**config.mk**
```make
export PLATFORM = sky130hd
export DESIGN_NAME = latch_write_arbiter
export DESIGN_NICKNAME = d
export VERILOG_FILES = /design/src/rtl/latch_write_arbiter_pkg.sv /design/src/rtl/latch_write_arbiter_rr_picker.sv /design/src/rtl/latch_write_arbiter.sv
export SDC_FILE = /design/constraint.sdc
export NUM_CORES = 1
export LEC_CHECK = 0
export ABC_AREA = 1
export CAP_MARGIN = 20
export CORE_MARGIN = 8
export CORE_UTILIZATION = 37
export DETAILED_ROUTE_END_ITERATION = 10
export GPL_TIMING_DRIVEN = 0
export PLACE_DENSITY_LB_ADDON = 0.2
export SETUP_SLACK_MARGIN = 0.5
export SLEW_MARGIN = 0
export SYNTH_ARGS = -nofsm -noshare
export SYNTH_HDL_FRONTEND = slang
export SYNTH_HIERARCHICAL = 1
export SYNTH_SLANG_ARGS = --single-unit
```
**constraint.sdc**
```tcl
create_clock -name clk -period 2.2 [get_ports clk]
set_clock_uncertainty 0.1 [all_clocks]
set_input_delay 0.44 -clock clk [delete_from_list [all_inputs] [get_ports clk]]
set_output_delay 0.44 -clock clk [all_outputs]
set_load 0.02 [all_outputs]
```
**src/rtl/latch_write_arbiter_pkg.sv**
```systemverilog
`default_nettype none
// ============================================================================
//  Module      : latch_arb_pkg
//  Description : Shared types and constants for latch_write_arbiter: the
//                sequencer state enum, default timing constants and the
//                phase-counter width helper.
//  Revision    : 1.0 - initial release
// ============================================================================
package latch_arb_pkg;

  typedef enum logic [2:0] {
    IDLE  = 3'd0,
    SETUP = 3'd1,
    OPEN  = 3'd2,
    HOLD  = 3'd3,
    ACK   = 3'd4
  } state_t;

  localparam int DEF_NUM_REQ   = 4;
  localparam int DEF_DATA_W    = 8;
  localparam int DEF_SETUP_CYC = 1;
  localparam int DEF_OPEN_CYC  = 2;
  localparam int DEF_HOLD_CYC  = 1;

  // The phase counter counts down from (phase length - 1) to 0, so it only
  // has to represent the longest phase minus one. Never narrower than 1 bit.
  function automatic int cnt_width(input int setup_cyc, input int open_cyc,
                                   input int hold_cyc);
    int mx;
    mx = setup_cyc;
    if (open_cyc > mx) mx = open_cyc;
    if (hold_cyc > mx) mx = hold_cyc;
    return (mx > 1) ? $clog2(mx) : 1;
  endfunction

endpackage
`default_nettype wire

```
**src/rtl/latch_write_arbiter_rr_picker.sv**
```systemverilog
`default_nettype none
// ============================================================================
//  Module      : rr_picker
//  Description : Combinational round-robin selector. Returns the first
//                asserted request at or after the pointer, wrapping modulo
//                NUM_REQ.
//  Ports       : req   [NUM_REQ] in  - request vector
//                ptr   [IDX_W]   in  - highest-priority index
//                valid [1]       out - at least one request asserted
//                idx   [IDX_W]   out - selected index (0 when !valid)
//  Revision    : 1.0 - initial release
// ============================================================================
module rr_picker #(
  parameter int NUM_REQ = 4,
  parameter int IDX_W   = $clog2(NUM_REQ)
) (
  input  logic [NUM_REQ-1:0] req,
  input  logic [IDX_W-1:0]   ptr,
  output logic               valid,
  output logic [IDX_W-1:0]   idx
);

  // Scan from the farthest offset down to offset 0 so the nearest asserted
  // request (smallest offset from ptr) is the last, and winning, assignment.
  always_comb begin
    int c;
    valid = 1'b0;
    idx   = '0;
    for (int k = NUM_REQ - 1; k >= 0; k--) begin
      c = int'(ptr) + k;
      if (c >= NUM_REQ) c = c - NUM_REQ;
      if (req[c]) begin
        valid = 1'b1;
        idx   = c[IDX_W-1:0];
      end
    end
  end

endmodule
`default_nettype wire

```
**src/rtl/latch_write_arbiter.sv**
```systemverilog
`default_nettype none
// ============================================================================
//  Module      : latch_write_arbiter
//  Description : Round-robin arbiter that shares one level-sensitive latch
//                bank among NUM_REQ requesters. Each grant is sequenced as
//                SETUP (en low) -> OPEN (en high) -> HOLD (en low) -> ACK.
//  Ports       : clk, rst (sync, active high)
//                req      [NUM_REQ]        in  - level requests, held to ack
//                wdata    [NUM_REQ*DATA_W] in  - slice i belongs to req[i]
//                ack      [NUM_REQ]        out - one-cycle one-hot completion
//                grant_id [$clog2(NUM_REQ)] out - current/last grant
//                busy     [1]              out - sequencer not idle
//                latch_d  [DATA_W]         out - latch bank data
//                latch_en [1]              out - latch bank enable
//  Option      : LATCH_READBACK_EN adds latch_q [DATA_W] in and wr_err [1]
//                out; wr_err pulses with ack when the latch did not take
//                the written value.
//  Revision    : 1.0 - initial release
// ============================================================================
module latch_write_arbiter
  import latch_arb_pkg::*;
#(
  parameter int NUM_REQ   = DEF_NUM_REQ,
  parameter int DATA_W    = DEF_DATA_W,
  parameter int SETUP_CYC = DEF_SETUP_CYC,
  parameter int OPEN_CYC  = DEF_OPEN_CYC,
  parameter int HOLD_CYC  = DEF_HOLD_CYC
) (
  input  logic                       clk,
  input  logic                       rst,
  input  logic [NUM_REQ-1:0]         req,
  input  logic [NUM_REQ*DATA_W-1:0]  wdata,
  output logic [NUM_REQ-1:0]         ack,
  output logic [$clog2(NUM_REQ)-1:0] grant_id,
  output logic                       busy,
  output logic [DATA_W-1:0]          latch_d,
  output logic                       latch_en
`ifdef LATCH_READBACK_EN
  ,
  input  logic [DATA_W-1:0]          latch_q,
  output logic                       wr_err
`endif
);

  localparam int IDX_W = $clog2(NUM_REQ);
  localparam int CW    = cnt_width(SETUP_CYC, OPEN_CYC, HOLD_CYC);

  localparam logic [CW-1:0]    SETUP_LD = CW'(SETUP_CYC - 1);
  localparam logic [CW-1:0]    OPEN_LD  = CW'(OPEN_CYC - 1);
  localparam logic [CW-1:0]    HOLD_LD  = CW'(HOLD_CYC - 1);
  localparam logic [IDX_W-1:0] LAST_IDX = IDX_W'(NUM_REQ - 1);

  state_t             state, state_nxt;
  logic [CW-1:0]      cnt, cnt_nxt;
  logic [IDX_W-1:0]   ptr, ptr_inc;
  logic [NUM_REQ-1:0] ack_nxt;
  logic               pick_valid;
  logic [IDX_W-1:0]   pick_idx;

  rr_picker #(
    .NUM_REQ (NUM_REQ),
    .IDX_W   (IDX_W)
  ) u_rr_picker (
    .req   (req),
    .ptr   (ptr),
    .valid (pick_valid),
    .idx   (pick_idx)
  );

  assign busy    = (state != IDLE);
  assign ptr_inc = (grant_id == LAST_IDX) ? '0 : grant_id + IDX_W'(1);

  // Next state, phase counter and next values of the registered outputs.
  always_comb begin
    state_nxt = state;
    cnt_nxt   = cnt;
    ack_nxt   = '0;

    case (state)
      IDLE:  if (pick_valid) state_nxt = SETUP;
      SETUP: if (cnt == '0)  state_nxt = OPEN;
      OPEN:  if (cnt == '0)  state_nxt = HOLD;
      HOLD:  if (cnt == '0)  state_nxt = ACK;
      ACK:                   state_nxt = IDLE;
      default:               state_nxt = IDLE;
    endcase

    // Reload on every state entry; otherwise count down toward zero.
    if (state_nxt != state) begin
      case (state_nxt)
        SETUP:   cnt_nxt = SETUP_LD;
        OPEN:    cnt_nxt = OPEN_LD;
        HOLD:    cnt_nxt = HOLD_LD;
        default: cnt_nxt = '0;
      endcase
    end else if (cnt != '0) begin
      cnt_nxt = cnt - CW'(1);
    end

    if (state_nxt == ACK) ack_nxt[grant_id] = 1'b1;
  end

  always_ff @(posedge clk) begin
    if (rst) begin
      state    <= IDLE;
      cnt      <= '0;
      ptr      <= '0;
      grant_id <= '0;
      latch_d  <= '0;
      latch_en <= 1'b0;
      ack      <= '0;
    end else begin
      state    <= state_nxt;
      cnt      <= cnt_nxt;
      latch_en <= (state_nxt == OPEN);
      ack      <= ack_nxt;
      // Data is captured only at the grant, so later wdata edits cannot
      // disturb d around the enable pulse.
      if (state == IDLE && pick_valid) begin
        grant_id <= pick_idx;
        latch_d  <= wdata[int'(pick_idx)*DATA_W +: DATA_W];
      end
      if (state == ACK) ptr <= ptr_inc;
    end
  end

`ifdef LATCH_READBACK_EN
  // Compare in the last HOLD cycle; the registered flag lands in ACK.
  always_ff @(posedge clk) begin
    if (rst) begin
      wr_err <= 1'b0;
    end else begin
      wr_err <= (state == HOLD) && (cnt == '0) && (latch_q != latch_d);
    end
  end
`else
  // No readback path: the latch contents are trusted.
`endif

endmodule
`default_nettype wire

```
# Word level (Yosys, flattened, before mapping)
# Cells that the tools add are included.
# word_totals
regBits	21
input_bits	38
out_inout_bits	16
elab_cells	76
# classes
reduce_logical	5
bitwise_logic	1
addsub	9
shifts	1
n_mux	35
magnitude_cmp	10
n_eq_ne	8
# ops
cell	count
$lt A32 B4 Y1 const B	4
$mux W32	4
$ge A32 B4 Y1 const B	3
$sub A32 B4 Y32 const B	3
$shiftx A32 B6 Y8	1
$mux W1	16
$mux W3	4
$pmux W3 S4	1
$mux W2	5
$eq A3 B2 Y1 const B	3
$bmux W1 S2	4
$add A2 B2 Y3 const B	2
$eq A3 B3 Y1 const B	2
$sub A2 B3 Y4 const B	1
$add A2 B1 Y3 const B	1
$eq A3 B1 Y1 const B	1
$ge A2 B3 Y1 const B	1
$logic_not A3 Y1	1
$lt A2 B3 Y1 const B	1
$ne A3 B3 Y1	1
$reduce_bool A3 Y1	1
$add A2 B1 Y2 const B	1
$demux W1 S2	1
$eq A2 B2 Y1 const B	1
5 further kinds	6

# Longest topological paths before layout
# Gate-level depths: netlist of the first run.
# depth
depth_word	15
depth_mapped	16
ltp_nobuf	15

# Modules after synthesis
# The synthesis of the first run kept the hierarchy.
# modules_own_cells
mod	seq_area_each_um2	area_per_inst_um2	cells_per_inst	instances
latch_write_arbiter	420.4	1152.4	181	1
rr_picker	0.0	212.7	46	1

# Worst setup path before layout of the first run
# OpenSTA, ideal clock, no wires.
# synth_path
path_kind	input-to-reg
start	input port req[3]
end	register latch_d[2]
stages	14
t_arrival_ns	1.667
slack_ns	0.369
setup_time_ns	0.064
path_cell_list	inv_1 nand2_2 and2_4 nand2_2 nand2_1 inv_1 a21boi_1 inv_2 buf_6 nor2_1 o21ai_0 nand2_1 nor2_1 nor2_1
# synth_between
elab_chain_cells	8
elab_cells_between_ends	22
classes_between	shift (1); mux (20); reduce/logical (1)
# synth_lines
element	line_no	rtl
start, declared	latch_write_arbiter.sv:31	input logic [NUM_REQ-1:0] req,
$bmux W1 S2	latch_write_arbiter_rr_picker.sv:32	if (req[c]) begin
$mux W1 (not written as such) (2 in a row)	latch_write_arbiter_rr_picker.sv:32	
$mux W2 (3 in a row)	latch_write_arbiter_rr_picker.sv:32	
$mux W2 (*)	latch_write_arbiter_rr_picker.sv:32	
net pick_idx[1]	latch_write_arbiter.sv:58	logic [IDX_W-1:0] pick_idx;
$shiftx A32 B6 Y8 (*)	latch_write_arbiter.sv:121	latch_d <= wdata[int'(pick_idx)*DATA_W +: DATA_W];
end signal, assigned	latch_write_arbiter.sv:121	
end, declared	latch_write_arbiter.sv:36	output logic [DATA_W-1:0] latch_d,
# The timed path passes the listed nets; every way through them passes the cells marked *. The select of a mux whose other input is x is not followed.
# A chain may end at the register's enable or synchronous reset.

# Worst setup path in the final report of the first run
# layout_path
start	register ptr[0]
end	register latch_d[7]
# layout_between
elab_chain_cells	11
elab_cells_between_ends	37
classes_between	add/sub (7); order compare (4); shift (1); mux (24); reduce/logical (1)
# layout_lines
element	line_no	rtl
start, declared	latch_write_arbiter.sv:55	logic [IDX_W-1:0] ptr, ptr_inc;
start signal, assigned	latch_write_arbiter.sv:123	if (state == ACK) ptr <= ptr_inc;
$add A2 B2 Y3	latch_write_arbiter_rr_picker.sv:30	c = int'(ptr) + k;
$sub A32 B4 Y32 / $ge A32 B4 Y1 (equally long branches)	latch_write_arbiter_rr_picker.sv:31	if (c >= NUM_REQ) c = c - NUM_REQ;
$mux W32	latch_write_arbiter_rr_picker.sv:31	
$bmux W1 S2	latch_write_arbiter_rr_picker.sv:32	
$mux W1 (not written as such) (2 in a row)	latch_write_arbiter_rr_picker.sv:32	
$mux W2 (3 in a row)	latch_write_arbiter_rr_picker.sv:32	
$mux W2 (*)	latch_write_arbiter_rr_picker.sv:32	
net pick_idx[0]	latch_write_arbiter.sv:58	
$shiftx A32 B6 Y8 (*)	latch_write_arbiter.sv:121	
# Marked as above.

==> results of run 1 <==
## worst min-delay path: stages (launching register included)
cell                      delay (ns)
sky130_fd_sc_hd__dfxtp_2        0.36
sky130_fd_sc_hd__inv_1          0.06
sky130_fd_sc_hd__a21oi_1        0.05
## layer usage
layer | part of all wire [%] | vias up | GRT usage [%] | wire, um
li1 | - | 820 | - | -
met1 | 42 | 662 | 12.81 | 1565
met3 | 10 | 4 | 5.478 | 375
met2 | 47 | 43 | 22.85 | 1760
met5 | 0 | - | 0 | 0
met4 | 1.1 | 0 | 4.038 | 42
## through the flow
stage	instances	utilization (%)
2_1_floorplan	227	-
3_3_place_gp	328	55.00
3_5_place_dp	328	55.00
4_1_cts	340	59.65
5_1_grt	340	60.86
6_report	340	60.86
## state kept, by name, indices dropped and copies added, names as in the netlist
name and flops:
latch_en 1, cnt 1, latch_d 8, grant_id 2
ptr 2, ack 4, state 3
## area by class of cell
type / count / share of cell area, %
multi-input combinational: 160 / 38.77
timing repair buffer: 61 / 26.51
sequential: 21 / 19.50
inverter: 38 / 6.670
buffer: 8 / 3.706
tap: 48 / 2.737
clock buffer: 3 / 1.881
clock inverter: 1 / 0.2281
## power breakdown
| part | switching [mW] | internal [mW] | leakage (nW) |
|---|---|---|---|
| Sequential | 0.0559 | 0.468 | 0.174 |
| Combinational | 0.534 | 0.401 | 0.880 |
| Clock | 0.128 | 0.126 | 0.0255 |
## cell usage after synthesis (all sizes together)
cell and n:
a21boi 1, a21oi 7, and2 1, buf 6
clkbuf 2, clkinv 1, dfxtp 21, ha 4
inv 37, nand2 59, nand3 11, nand4 1
nor2 53, o211ai 3, o21ai 20
## cell families (layout without fill, tap and decap cells)
kind of cell,after synthesis,after routing
flops,21,21
simple gates,125,125
fa+ha+maj,4,4
buf+inv,46,111
compound gates,31,31
## repair_timing
action	in CTS	in global routing
setup endpoints to repair	27	11
hold buffers	0	0
buffers inserted	5	0
gates cloned	3	0
resized for setup	50	15
pin swaps	24	7
## how the worst max path moves through the flow
stage	startpoint	endpoint	slack, ns
floorplan	req[3]	latch_d[2]	0.50
finish	ptr[0]	latch_d[7]	0.36
CTS	ptr[0]	latch_d[0]	0.39
detailed placement	req[2]	latch_d[2]	-0.25
global placement	req[2]	latch_d[0]	-0.22
global route	ptr[0]	latch_d[2]	0.23
## cells in the final DEF (no fill, tap or decap), drive strengths merged, types with 2 or more instances in the layout
| master | count |
|---|---|
| dlygate4sd2 | 19 |
| clkbuf | 6 |
| inv | 37 |
| o21ai | 20 |
| clkinv | 2 |
| ha | 4 |
| o211ai | 3 |
| dfxtp | 21 |
| nand3 | 11 |
| nand2 | 59 |
| clkdlybuf4s50 | 33 |
| nor2 | 53 |
| a21oi | 7 |
| buf | 13 |
==> results.txt, run 1 <==
----------------------------------------------------
[Worst setup path]
  Worst reg2reg startpoint ... ptr[0]
  R2R cell count ... 15
  Cells along the critical path ... buf_6 -> nand2_2 -> and2_4 -> nand2_2 -> nand2_2 -> clkinv_2 -> nand2_2 -> nand2_2 -> nand2_4 -> inv_4 -> clkbuf_8 -> o21ai_1 -> nand2_1 -> nor2_2 -> nor2_1
  Levels on crit path ... 15
  Highest cell delay on the worst timing path ... 0.37 ns
  Path type of the worst setup path ... flip-flop to flip-flop
  Cell type group with the largest total delay on the critical path ... simple AND/OR/NAND/NOR gates
  Setup slack, reg-to-reg ... 0.36 ns
  Worst endpoint data arrival time ... around 1.9 ns
  R2r endpoint ... latch_d[7]
  Worst path most repeated cell ... sky130_fd_sc_hd__nand2_2
  Crit. End Element ... flip-flop
  Library cell contributing the largest single delay on the critical path ... sky130_fd_sc_hd__dfxtp_4
  CP Buf/Inv Count ... 4
  Crit path required time ... 2.26 ns
  Max FO, Critical Path ... 5
  Crit path launch type ... flip-flop

[Drt]
  Total Routed Length ... ~3700 um
  Count of unresolved DRC violations after routing ... 0
  Number of vias after detailed routing ... roughly 1.5k
  Residual antenna-violating net count after detailed routing ... 0
  Wire length per cell after detailed routing ... around 11 um
  Starting DRT DRC Count ... between 50 and 60
  Vias per cell ... ~4.5
  Number of detailed-route iterations in the first pass ... 4

[Synthesis]
  Cell taking the most area after synthesis ... sky130_fd_sc_hd__dfxtp_1
  Post-synthesis cell type count ... 26
  Area share of xor/xnor cells in the synthesized design ... 0%
  Simple-gate share of the synthesized area ... 37.95%
  Mux contribution to synthesized area ... 0%
  Area fraction in compound gates after synthesis ... about an eighth
  Mapped Avg Cell Area ... between 6 and 7 um^2
  Leading cell types by total area after synthesis ... sky130_fd_sc_hd__dfxtp_1 (31%), sky130_fd_sc_hd__nand2_1 (15%), sky130_fd_sc_hd__nor2_1 (14%)
  Yosys synthesis warning count ... 6
  Seq cells post-synth ... 21
  Number of nets in the synthesized netlist ... about 270
  Main combinational cell family by area after synthesis ... simple AND/OR/NAND/NOR gates
  Portion of the post-synthesis area used by sequential elements ... between 30% and 40%
  Cell count after synthesis ... about 230
  Yosys top cell area share ... roughly 30%
  Post-synthesis share of cell area spent on full adders, half adders and majority gates ... under 10%
  Synth Cell Area ... roughly 1400 um^2

[Placement]
  DP Area ... 1983 um^2
  Pre-CTS setup slack ... -0.2511 ns
  Port Buf Inserts ... 53
  Final Wtd Congestion ... 0.8179
  Final HPWL from detailed placement ... between 2000 and 3000 um

[Timing]
  Worst path setup slack after routing ... between 0.3 and 0.4 ns
  Share of the cycle needed by the critical path after routing ... 83.55%
  Maximum achievable frequency ... approximately 0.54 GHz
  Slew headroom ... slightly above 70%
  Final Hold Slack ... ~0.41 ns
  Min cycle time layout ... roughly 1.8 ns
  Transition at the pin with the smallest max-transition slack ... roughly 0.44 ns
  Count of final setup violators ... 0
  Final Hold Violating Endpoints ... 0
  Sum of negative setup slack ... 0 ns
  Number of pins with negative max-slew slack in the final report ... 0
  Unrepaired setup endpoints after global routing ... yes

[Worst hold path]
  Hold Path End ... ptr[1]
  Hold WC Path Type ... flip-flop to flip-flop
  Number of instances on the worst hold path ... 2
  Hold path startpoint ... ptr[1]

[GRT]
  Vias in the first global route ... 1578
  Overflow left after global routing ... 0
  Number of antenna violations at the first check in global routing ... 0
  Wire length of the first global-routing pass ... 6499 um
  Overall track demand over capacity in global routing ... about an eighth
  Pin count of the biggest net entering global routing ... 13

[Finish]
  Area of all placed cells without fillers ... about 2200 um^2
  Post-synthesis to final-layout area growth ... 60.77%
  Layout cell share with drive strength beyond 1 ... between 20% and 30%
  Final net count ... approximately 340
  ANT cells ... 0
  Filler cell count in the final layout ... roughly 360
  Combined flip-flop and latch cell area ... 427.9 um^2
  Multi-input logic area ... 850.8 um^2

[CTS]
  Later-pin clock latency in the skew report ... around 0.26 ns
  Number of clock sinks ... 21
  TritonCTS buffer count ... 3
  Count of H-tree levels built during CTS ... 1
  Root Driver ... sky130_fd_sc_hd__clkbuf_8
  Clock tree from TritonCTS ... built
  Buffers from clock root to sink, at most ... 2
  Clock Pin Slew Worst Setup and Hold Paths ... around 0.08 ns

[Run]
  MaxCap Viol Count ... 0

[Outcome]
  Status ... completed

[Power and ir drop]
  Power per cell area ... 780.7 nW/um^2
  Post-layout total power ... about 1.7 mW
  IR drop worst, VDD ... between 0.0003 and 0.0004 V
  Leak Pwr ... 1.080 nW

[Floorplanning]
  Effective utilization at floorplan ... between 30% and 40%
  Number of placed I/O pins ... 54
  Core box area ... roughly 3600 um^2
  Full die area ... ~5900 um^2
  Chip Height ... about 77 um
  Row Count ... 22
  DIE WIDTH ... around 77 um

----------------------------------------------------
Power figures use the tool's default switching activity.
==> run 2, diff against run 1 <==
==> constraint.sdc (replaced) <==
create_clock -name clk -period 1.6 [get_ports clk]
set_clock_uncertainty 0.1 [all_clocks]
set_input_delay 0.32 -clock clk [delete_from_list [all_inputs] [get_ports clk]]
set_output_delay 0.32 -clock clk [all_outputs]
set_load 0.02 [all_outputs]
==> results.txt, run 2 (synthesis results as in run 1) <==
----------------------------------------------------
[Finish]
  Non-filler cells, final ... approximately 350
  Area of all placed cells without fillers ... roughly 2500 um^2
  Register with the highest flop count ... latch_d
  Commonest cells after routing, fill and taps aside ... sky130_fd_sc_hd__nand2_1 (41), sky130_fd_sc_hd__nor2_1 (35), sky130_fd_sc_hd__clkdlybuf4s50_1 (32)
  Registers with the most flip-flops ... latch_d x8, ack x4, state x3
  Number of flip-flops under the largest register name ... 8
  Most common library cell in the layout ignoring fill and taps ... sky130_fd_sc_hd__nand2_1
  Layout cell share with drive strength beyond 1 ... between 40 and 50%
  Final net count ... 347
  ANT cells ... 0
  Post-synthesis to final-layout area growth ... 86.43%
  Filler cell count in the final layout ... 280

[Power and ir drop]
  Clock network power share ... ~13%
  Power per cell area ... between 1000 and 1500 nW/um^2
  Internal Dissipation ... between 1.5 and 2 mW
  Post-layout total power ... about 2.8 mW
  Combinational group share of total power ... 59.4%
  Fraction of power spent switching nets ... around 41%
  Portion of total power attributed to sequential cells ... between 20% and 30%
  Leak Pwr ... approximately 1.2 nW
  Switching power ... around 1.2 mW
  IR drop worst, VDD ... between 0.0003 and 0.0004 V

[Placement]
  Post-Place Cells ... ~330
  Port Buf Inserts ... 53
  Final Wtd Congestion ... approximately 0.77
  DP Area ... about 2000 um^2
  Final HPWL from detailed placement ... between 2000 and 3000 um
  Pre-CTS setup slack ... -0.6319 ns

[Worst hold path]
  Hold WC Path Type ... input pin to flip-flop
  Hold path startpoint ... rst

[Floorplanning]
  Effective utilization at floorplan ... 37.86%
  Chip Height ... 76.74 um
  Number of placed I/O pins ... between 50 and 60
  Row Count ... 22
  Full die area ... about 5900 um^2
  Core box area ... ~3600 um^2
  DIE WIDTH ... roughly 77 um

[CTS]
  Later-pin clock latency in the skew report ... 0.26 ns
  Clock Pin Slew Worst Setup and Hold Paths ... ~0.080 ns
  Number of buffers added to fix hold violations after cts ... 0
  Number of clock sinks ... 21
  TritonCTS buffer count ... 3
  Root Driver ... sky130_fd_sc_hd__clkbuf_8
  Buffers from clock root to sink, at most ... 2
  Count of H-tree levels built during CTS ... 1
  Clock tree from TritonCTS ... built

[Worst setup path]
  Path type of the worst setup path ... flip-flop to flip-flop
  Crit. End Element ... flip-flop
  Crit path required time ... 1.70 ns
  Worst endpoint data arrival time ... 2.07 ns
  Worst reg2reg startpoint ... ptr[0]
  Crit path launch type ... flip-flop
  Max FO, Critical Path ... 5
  Critical Path Start ... ptr[0]

[Outcome]
  Failing checks ... setup timing
  Status ... finished, violations left

[GRT]
  Wire length of the first global-routing pass ... ~6700 um
  Pin count of the biggest net entering global routing ... 13
  Overflow left after global routing ... 0
  Overall track demand over capacity in global routing ... between 10% and 20%
  Number of antenna violations at the first check in global routing ... 0
  Vias in the first global route ... about 1.6k

[Drt]
  Wire length per cell after detailed routing ... around 13 um
  Vias per cell ... 4.588
  Residual antenna-violating net count after detailed routing ... 0
  Count of unresolved DRC violations after routing ... 0
  Number of detailed-route iterations in the first pass ... 4
  Number of vias after detailed routing ... about 1.6k
  Total Routed Length ... about 4500 um
  Starting DRT DRC Count ... just under 100

[Timing]
  Final Hold Violating Endpoints ... 0
  Sum of negative setup slack ... -2.798 ns
  Worst path setup slack after routing ... -0.3695 ns
  Slew headroom ... 68.49%
  Count of final setup violators ... 10
  Maximum achievable frequency ... ~0.51 GHz
  Number of pins with negative max-slew slack in the final report ... 0
  Unrepaired setup endpoints after global routing ... yes
  Share of the cycle needed by the critical path after routing ... 123.1%
  Transition at the pin with the smallest max-transition slack ... around 0.47 ns
  Min cycle time layout ... roughly 2.0 ns

[Run]
  MaxCap Viol Count ... 0

----------------------------------------------------
run 2: critical path, cell delays in order, from the launching register on:
cell,delay [ns]
sky130_fd_sc_hd__dfxtp_4,0.37
sky130_fd_sc_hd__buf_6,0.14
sky130_fd_sc_hd__nand2_2,0.07
sky130_fd_sc_hd__o21ai_4,0.08
sky130_fd_sc_hd__nand2_1,0.11
sky130_fd_sc_hd__nand2_2,0.10
sky130_fd_sc_hd__nand3_4,0.08
sky130_fd_sc_hd__a21boi_4,0.20
sky130_fd_sc_hd__inv_2,0.09
sky130_fd_sc_hd__clkbuf_16,0.16
sky130_fd_sc_hd__nor2_1,0.10
sky130_fd_sc_hd__o21ai_1,0.08
sky130_fd_sc_hd__nand2_1,0.09
sky130_fd_sc_hd__nor2_1,0.05
sky130_fd_sc_hd__nor2_1,0.07
run 2: final cells by class:
class	instances	area, um^2	area share (%)
plain buffers	8	88.84	3.491
inverters	38	151.4	5.949
well taps	48	60.06	2.360
clock inverters	1	5.005	0.1967
repair buffers	73	744.5	29.25
flip-flops and latches	21	454.2	17.85
clock buffers	3	41.29	1.622
multi-input cells	160	999.7	39.28
run 2: metrics by stage:
| step | utilization, % | hold slack [ns] |
|---|---|---|
| floorplan | - | 0.2934 |
| global placement | 55.59 | 0.3515 |
| detailed placement | 55.59 | 0.3532 |
| CTS | 63.74 | 0.3121 |
| global route | 70.58 | 0.3367 |
| finish | 70.58 | 0.3311 |
run 2: path summary, 6_finish.rpt:
path                            slack (ns)          to  depth (start not counted)
worst min register to register        0.40      ptr[0]                          2
worst min-delay path                  0.33    state[1]                          2
worst max register to register       -0.37  latch_d[3]                         14
worst max-delay path                 -0.37  latch_d[3]                         14
run 2: metal layers:
layer | vias to the layer above | share of wire [%] | GRT usage (%)
met1 | 711 | 40 | 14.85
met2 | 51 | 52 | 23.02
met3 | 7 | 5.5 | 3.380
met4 | 0 | 2.0 | 6.346
met5 | - | 0 | 0
li1 | 846 | - | -
run 2: timing repair:
item / CTS / global route
setup endpoints to repair: 35 / 37
buffers inserted: 11 / 5
pin swaps: 18 / 14
resized for setup: 150 / 54
cloned: 3 / 1
run 2: power groups by stage:
stage	sequential [mW]	combinational, mW	clock [mW]
finish	0.788	1.66	0.350
global route	0.807	1.82	0.382
CTS	0.785	1.44	0.353
global placement	0.748	1.24	0
detailed placement	0.752	1.25	0
floorplan	0.854	0.705	0
==> variant 1, RTL diff (flow settings as in run 1) <==
`DEF_OPEN_CYC`: 2 -> 1.
--- a/src/rtl/latch_write_arbiter_pkg.sv
+++ b/src/rtl/latch_write_arbiter_pkg.sv
@@ -19,7 +19,7 @@
   localparam int DEF_NUM_REQ   = 4;
   localparam int DEF_DATA_W    = 8;
   localparam int DEF_SETUP_CYC = 1;
-  localparam int DEF_OPEN_CYC  = 2;
+  localparam int DEF_OPEN_CYC  = 1;
   localparam int DEF_HOLD_CYC  = 1;
 
   // The phase counter counts down from (phase length - 1) to 0, so it only
Formal check against the unedited RTL: not equivalent (Yosys sat finds a counterexample within 4 cycles, from zero or initial values and one cycle with rst high).
==> variant 1 against run 1 <==
  * Setup slack worse by 0.038 ns
  * Total power down 30%
  * Highest routed layer unchanged
  * Sequential cell count unchanged
  * Sequential power down 15%
  * Wire length up 2.4%
  * Via count up 3.7%
  * Area after synthesis up 8.0%
  * Sequential share of layout area down 1.7 points
  * Combinational power down 46%
  * Largest power group unchanged
  * Design area up 8.8%
  * Fmax down 2.0%
==> variant 1: results (changes against run 1) <==
Run status
The flow ran to the end, and the final reports show no timing, DRC or antenna violations.

Worst hold path
The class of the most critical hold timing path is reg2reg.

Placement
The cell total after placement was 364 (+11%). The number of input and output port buffers inserted came to 53 (unchanged). The final weighted congestion of routability-driven global placement is 0.830 (+1.4%). The minimum setup slack after placement is -0.328 ns (-0.0774 ns). The detailed-placement wirelength estimate is 2880 um (+3.9%).

Final layout
The share of final-layout standard cells stronger than drive strength 1 was 21.0% (-2.3 points). The final-stage net count was 372 (+11%). The number of fill cells is 397 (+12%). The final cell count without fillers is 379 (+11%).

Synth
The fraction of synthesis flops using an asynchronous set or reset pin is 0% (unchanged). The count of cell types in the netlist is 25 (-3.8%). The total nets after synthesis is 303 (+13%).

The mean area per synthesized cell was 5.65 um2 (-6.1%). The sequential cell area fraction in the yosys report is 28.5% (-2.3 points). By area the synthesized netlist is led by dfxtp_1 29%, nand2_1 23%, inv_1 16%, nand3_1 8.8%, nor2_1 8.1%. Ranked by instance count, the synthesized netlist is headed by 89 x nand2_1, 62 x inv_1, 32 x nor2_1, 26 x nand3_1, 21 x dfxtp_1.

CTS
The TritonCTS buffer count came to 3 (unchanged). The later-pin clock latency in the skew report is 0.25 ns. The clock slew seen by the registers of the worst setup and hold paths is 0.07 ns. The H-tree level count is 1 (unchanged).

The CTS root buffer is clkbuf_8.

Global route
The largest net degree at the start of global routing came to 12 (-1). The initial antenna violation count is 0 (unchanged). The via count of the first global-routing pass is 1557 (-1.3%). The wire length of the first global-routing pass is 6550 um (+0.75%). The overall track demand over capacity in global routing came to 12.6% (-0.13 points).

Power and ir drop
The leakage dissipation is 1.33 nW (+24%). The worst supply voltage drop on vdd is 464 uV (+20%).

Timing
The final setup violation count was 0 (unchanged).

Drt
The routed via count divided by cell count was 4.18 (-6.9%). The first-pass iteration count of the detailed router is 6 (+2). The number of violations reported at the end of detailed-routing iteration 0 came to 34 (-35%).

The average routed wire per standard cell is 10.1 um (-8.2%).

Worst setup path
The highest net fanout along the worst path is 5 (unchanged). The worst path arrival time is 1.93 ns (+0.03 ns).

Floorplanning
The number of cell rows is 23 (+4.5%).
[variant 1: changes by cell type after synthesis, moves of 3 or more]
cell / run 1 / this run
nand2_1: 55 / 89
inv_1: 34 / 62
nor2_1: 50 / 32
nand3_1: 10 / 26
o21ai_0: 13 / 2
a21oi_1: 6 / 1
o21ai_1: 6 / 1
o211ai_1: 3 / 0
[variant 1: per-stage QoR]
| stage | TNS (ns) | area (um2) |
|---|---|---|
| floorplan | 0 | 1490 |
| global placement | -2.25 | 2080 |
| detailed placement | -2.28 | 2080 |
| CTS | 0 | 2280 |
| global route | 0 | 2390 |
| finish | 0 | 2390 |
[variant 1: final timing paths]
check | depth (start not counted) | startpoint | to | slack, ns
max | 17 | ptr[0]$_SDFFE_PP0N_ | latch_d[7]$_SDFFE_PP0P_ | 0.32
min | 4 | latch_d[6]$_SDFFE_PP0P_ | latch_d[6]$_SDFFE_PP0P_ | 0.42
max reg2reg | 17 | ptr[0]$_SDFFE_PP0N_ | latch_d[7]$_SDFFE_PP0P_ | 0.32
min reg2reg | 4 | latch_d[6]$_SDFFE_PP0P_ | latch_d[6]$_SDFFE_PP0P_ | 0.42
[variant 1: logic make-up after synthesis]
group                      synth area share (%)
and+or+nand+nor                            43.8
adders and majority gates                  3.40
other                                     0.254
buffers and inverters                      21.6
DFF                                        28.5
AOI/OAI and AO/OA                          2.46
[variant 1: area by class of cell]
type                    instances  area (um2)  area share (%)
plain buffers                   8        83.8            3.51
inverters                      66         267            11.2
flip-flops and latches         21         425            17.8
multi-input cells             166         862            36.1
repair buffers                 64         643            26.9
clock buffers                   4        45.0            1.89
well taps                      50        62.6            2.62
[variant 1: repair_timing]
item	in CTS	in global routing
buffers inserted	8	0
cloned	3	0
gates resized for setup	45	33
setup endpoints to repair	27	10
pin swaps	23	29
[variant 1: report_power, final]
part / internal (mW) / switching (mW) / leakage (nW)
combinational: 0.239 / 0.264 / 1.14
clock: 0.129 / 0.117 / 0.0228
sequential: 0.418 / 0.0264 / 0.174
[variant 1: critical path, stage by stage (launching register included)]
cell and delay (ns):
dfxtp_4 0.36, buf_6 0.13, nand2_2 0.05, and2_4 0.15, nand2_4 0.05, nand2_2 0.06
clkinv_2 0.06, nand2_1 0.06, nand2_1 0.06, nand2_2 0.07, buf_8 0.15, buf_6 0.11
buf_6 0.09, nand2_4 0.04, nand3_2 0.05, nand2_1 0.06, nor2_1 0.10, nor2_1 0.04
[variant 1: routing by layer]
metal | track usage (%) | share of wire [%] | vias up
met5 | 0 | 0 | -
met4 | 1.11 | 0.21 | 0
met3 | 5.30 | 6.8 | 2
met2 | 22.4 | 49 | 33
met1 | 14.0 | 44 | 668
li1 | - | - | 883
==> variant 2, RTL diff (settings of run 1) <==
Made on the original files. Re-encode `state_t` (5 states) as Gray code, 3 bits wide.
--- a/src/rtl/latch_write_arbiter_pkg.sv
+++ b/src/rtl/latch_write_arbiter_pkg.sv
@@ -9,11 +9,11 @@
 package latch_arb_pkg;
 
   typedef enum logic [2:0] {
-    IDLE  = 3'd0,
-    SETUP = 3'd1,
-    OPEN  = 3'd2,
-    HOLD  = 3'd3,
-    ACK   = 3'd4
+    IDLE  = 3'b000,
+    SETUP = 3'b001,
+    OPEN  = 3'b011,
+    HOLD  = 3'b010,
+    ACK   = 3'b110
   } state_t;
 
   localparam int DEF_NUM_REQ   = 4;
Formal check against the unedited RTL: same outputs for any inputs over 10 cycles, from zero or initial values and one cycle with rst high; not proved beyond that.
==> variant 2 against run 1 <==
  * Total power shrank 5.5%
  * Setup slack lost 0.066 ns
  * Sequential cell count is the same
  * Area after synthesis grew 7.9%
  * Design area grew 7.6%
  * Wire length grew 10%
  * Non-clock buffer count grew 7
  * Global-route usage grew 1.1 points
  * Largest power group unchanged
  * Critical path type unchanged
==> variant 2: results (changes against run 1) <==
Run status
The flow ran to the end, and the final reports show no timing, DRC or antenna violations.

CTS
The clock slew seen by the registers of the worst setup and hold paths is 0.08 ns (about the same). The number of buffers on the longest clock path came to 2 (unchanged). The CTS root buffer is clkbuf_8. The TritonCTS buffer count is 3 (unchanged).

The hold-fix buffer count after cts was 0 (unchanged). The later-pin clock latency in the skew report was 0.26 ns (about the same).

Global route
The wire length of the first global-routing pass was 7170 um (+10%). The largest net degree at the start of global routing was 12 (-1). The via count of the first global-routing pass is 1683 (+6.7%). The initial antenna violation count is 0 (unchanged). The overall track demand over capacity in global routing is 13.8% (+1.1 points).

Floorplanning
The number of cell rows came to 23 (+4.5%).

Power and ir drop
The net switching fraction of the power is 40.5% (-1.4 points). The leakage dissipation is 1.32 nW (+23%). The internal power is 0.963 mW (-3.2%). The worst supply voltage drop on vdd is 259 uV (-33%).

The sequential fraction of design power is 32.6% (+2.0 points). The clock power share is 15.7% (+0.9 points).

Final layout
The combined area of the multi-input logic cells was 815 um2 (-4.3%). The share of final-layout standard cells stronger than drive strength 1 is 19.7% (-3.6 points). The flip-flop and latch area was 429 um2 (+0.29%). The multi-input logic cell count was 163 (+1.9%). The count of sequential standard cells came to 21 (unchanged). The buffer share of cell area was 31.3% (+1.1 points). The largest registers in the layout are latch_d (8), ack (4), state (3).

The number of fill cells is 408 (+15%). The clock buffer instance count of the final layout was 4 (+1). The final-stage net count is 373 (+11%). The count of antenna diodes in the layout is 0 (unchanged). The fraction of area in clock buffers and inverters was 1.91% (-0.20 points). The non-clock buffer instance count of the final layout is 76 (+10%). The number of signal-net inverters in the final layout was 66 (+74%).

Relative to the synthesized area, the layout overhead comes to 60.3%.

Synth
The synthesis warning total is 6 (unchanged). After synthesis, the most frequently instantiated cells are 87 x nand2_1, 62 x inv_1, 28 x nor2_1, 26 x nand3_1, 21 x dfxtp_1. After synthesis, the cell types taking the most area are dfxtp_1 29%, nand2_1 22%, inv_1 16%, nand3_1 8.8%, nor2_1 7.1%. The leading register cell type out of synthesis is dfxtp_1. The number of synthesized flops with an enable pin is 0 (unchanged). The total nets after synthesis is 300 (+12%). The fraction of synthesis flops using an asynchronous set or reset pin is 0% (unchanged). The sequential cell area fraction in the yosys report is 28.5% (-2.3 points).

Worst setup path
The slowest stage of the critical path is the dfxtp_4 cell. The highest net fanout along the worst path is 6 (+1). On the worst path, the slowest cell contributes a delay of 0.36 ns.

Drt
The average routed wire per standard cell is 10.9 um (-1.4%). The number of violations reported at the end of detailed-routing iteration 0 is 51 (-1.9%). The count of antenna-violating nets left after detailed routing is 0 (unchanged). The first-pass iteration count of the detailed router came to 4 (unchanged). The via count of the routed design is 1649 (+7.8%).

Timing
The worst max-slew margin expressed relative to the limit is 83.7% (+13 points).

Placement
The detailed-placement wirelength estimate came to 2980 um (+7.4%). The instance area at placement is 2080 um2 (+4.9%). The final weighted congestion of routability-driven global placement is 0.868 (+6.1%). The number of input and output port buffers inserted came to 53 (unchanged).

Worst hold path
The class of the most critical hold timing path is reg2reg.
variant 2: metal layers:
metal  wire [um]  global-route usage [%]  vias up
met5           0                       0        -
met4          80                    3.89        0
met3         386                    6.55        8
met2        1980                    24.7       53
met1        1680                    14.0      694
li1            -                       -      894
variant 2: metrics by stage:
stage | setup slack (ns) | instances | hold slack [ns]
3_3_place_gp | -0.353 | 361 | 0.402
2_1_floorplan | 0.462 | 258 | 0.394
3_5_place_dp | -0.346 | 361 | 0.410
4_1_cts | 0.308 | 378 | 0.412
5_1_grt | 0.160 | 380 | 0.442
6_report | 0.296 | 380 | 0.417
variant 2: logic make-up (layout without fill, tap and decap cells):
logic type / after synthesis / count (layout) / share of synthesized area, %
and+or+nand+nor: 150 / 150 / 42.7
adders and majority gates: 4 / 4 / 3.40
DFF: 21 / 21 / 28.5
buffers and inverters: 74 / 146 / 21.7
AOI/OAI and AO/OA: 9 / 9 / 3.74
variant 2: path summary, 6_finish.rpt:
path	start	endpoint	slack [ns]	cells past startpoint
worst min-delay path	latch_d[5]$_SDFFE_PP0P_	latch_d[5]$_SDFFE_PP0P_	0.42	4
worst max-delay path	ptr[0]$_SDFFE_PP0N_	latch_d[7]$_SDFFE_PP0P_	0.30	16
worst min register to register	latch_d[5]$_SDFFE_PP0P_	latch_d[5]$_SDFFE_PP0P_	0.42	4
worst max register to register	ptr[0]$_SDFFE_PP0N_	latch_d[7]$_SDFFE_PP0P_	0.30	16
variant 2: timing repair:
action / CTS / global route
endpoints found under the setup margin: 28 / 12
pin swaps: 13 / 13
resized for setup: 46 / 17
gates cloned: 3 / 0
buffers inserted: 10 / 2
variant 2: worst min-delay path, cell delays in order (launching register included):
cell and delay (ns):
dfxtp_1 0.31, inv_1 0.04, nand2_1 0.04, nand2_1 0.05, nor2_1 0.04
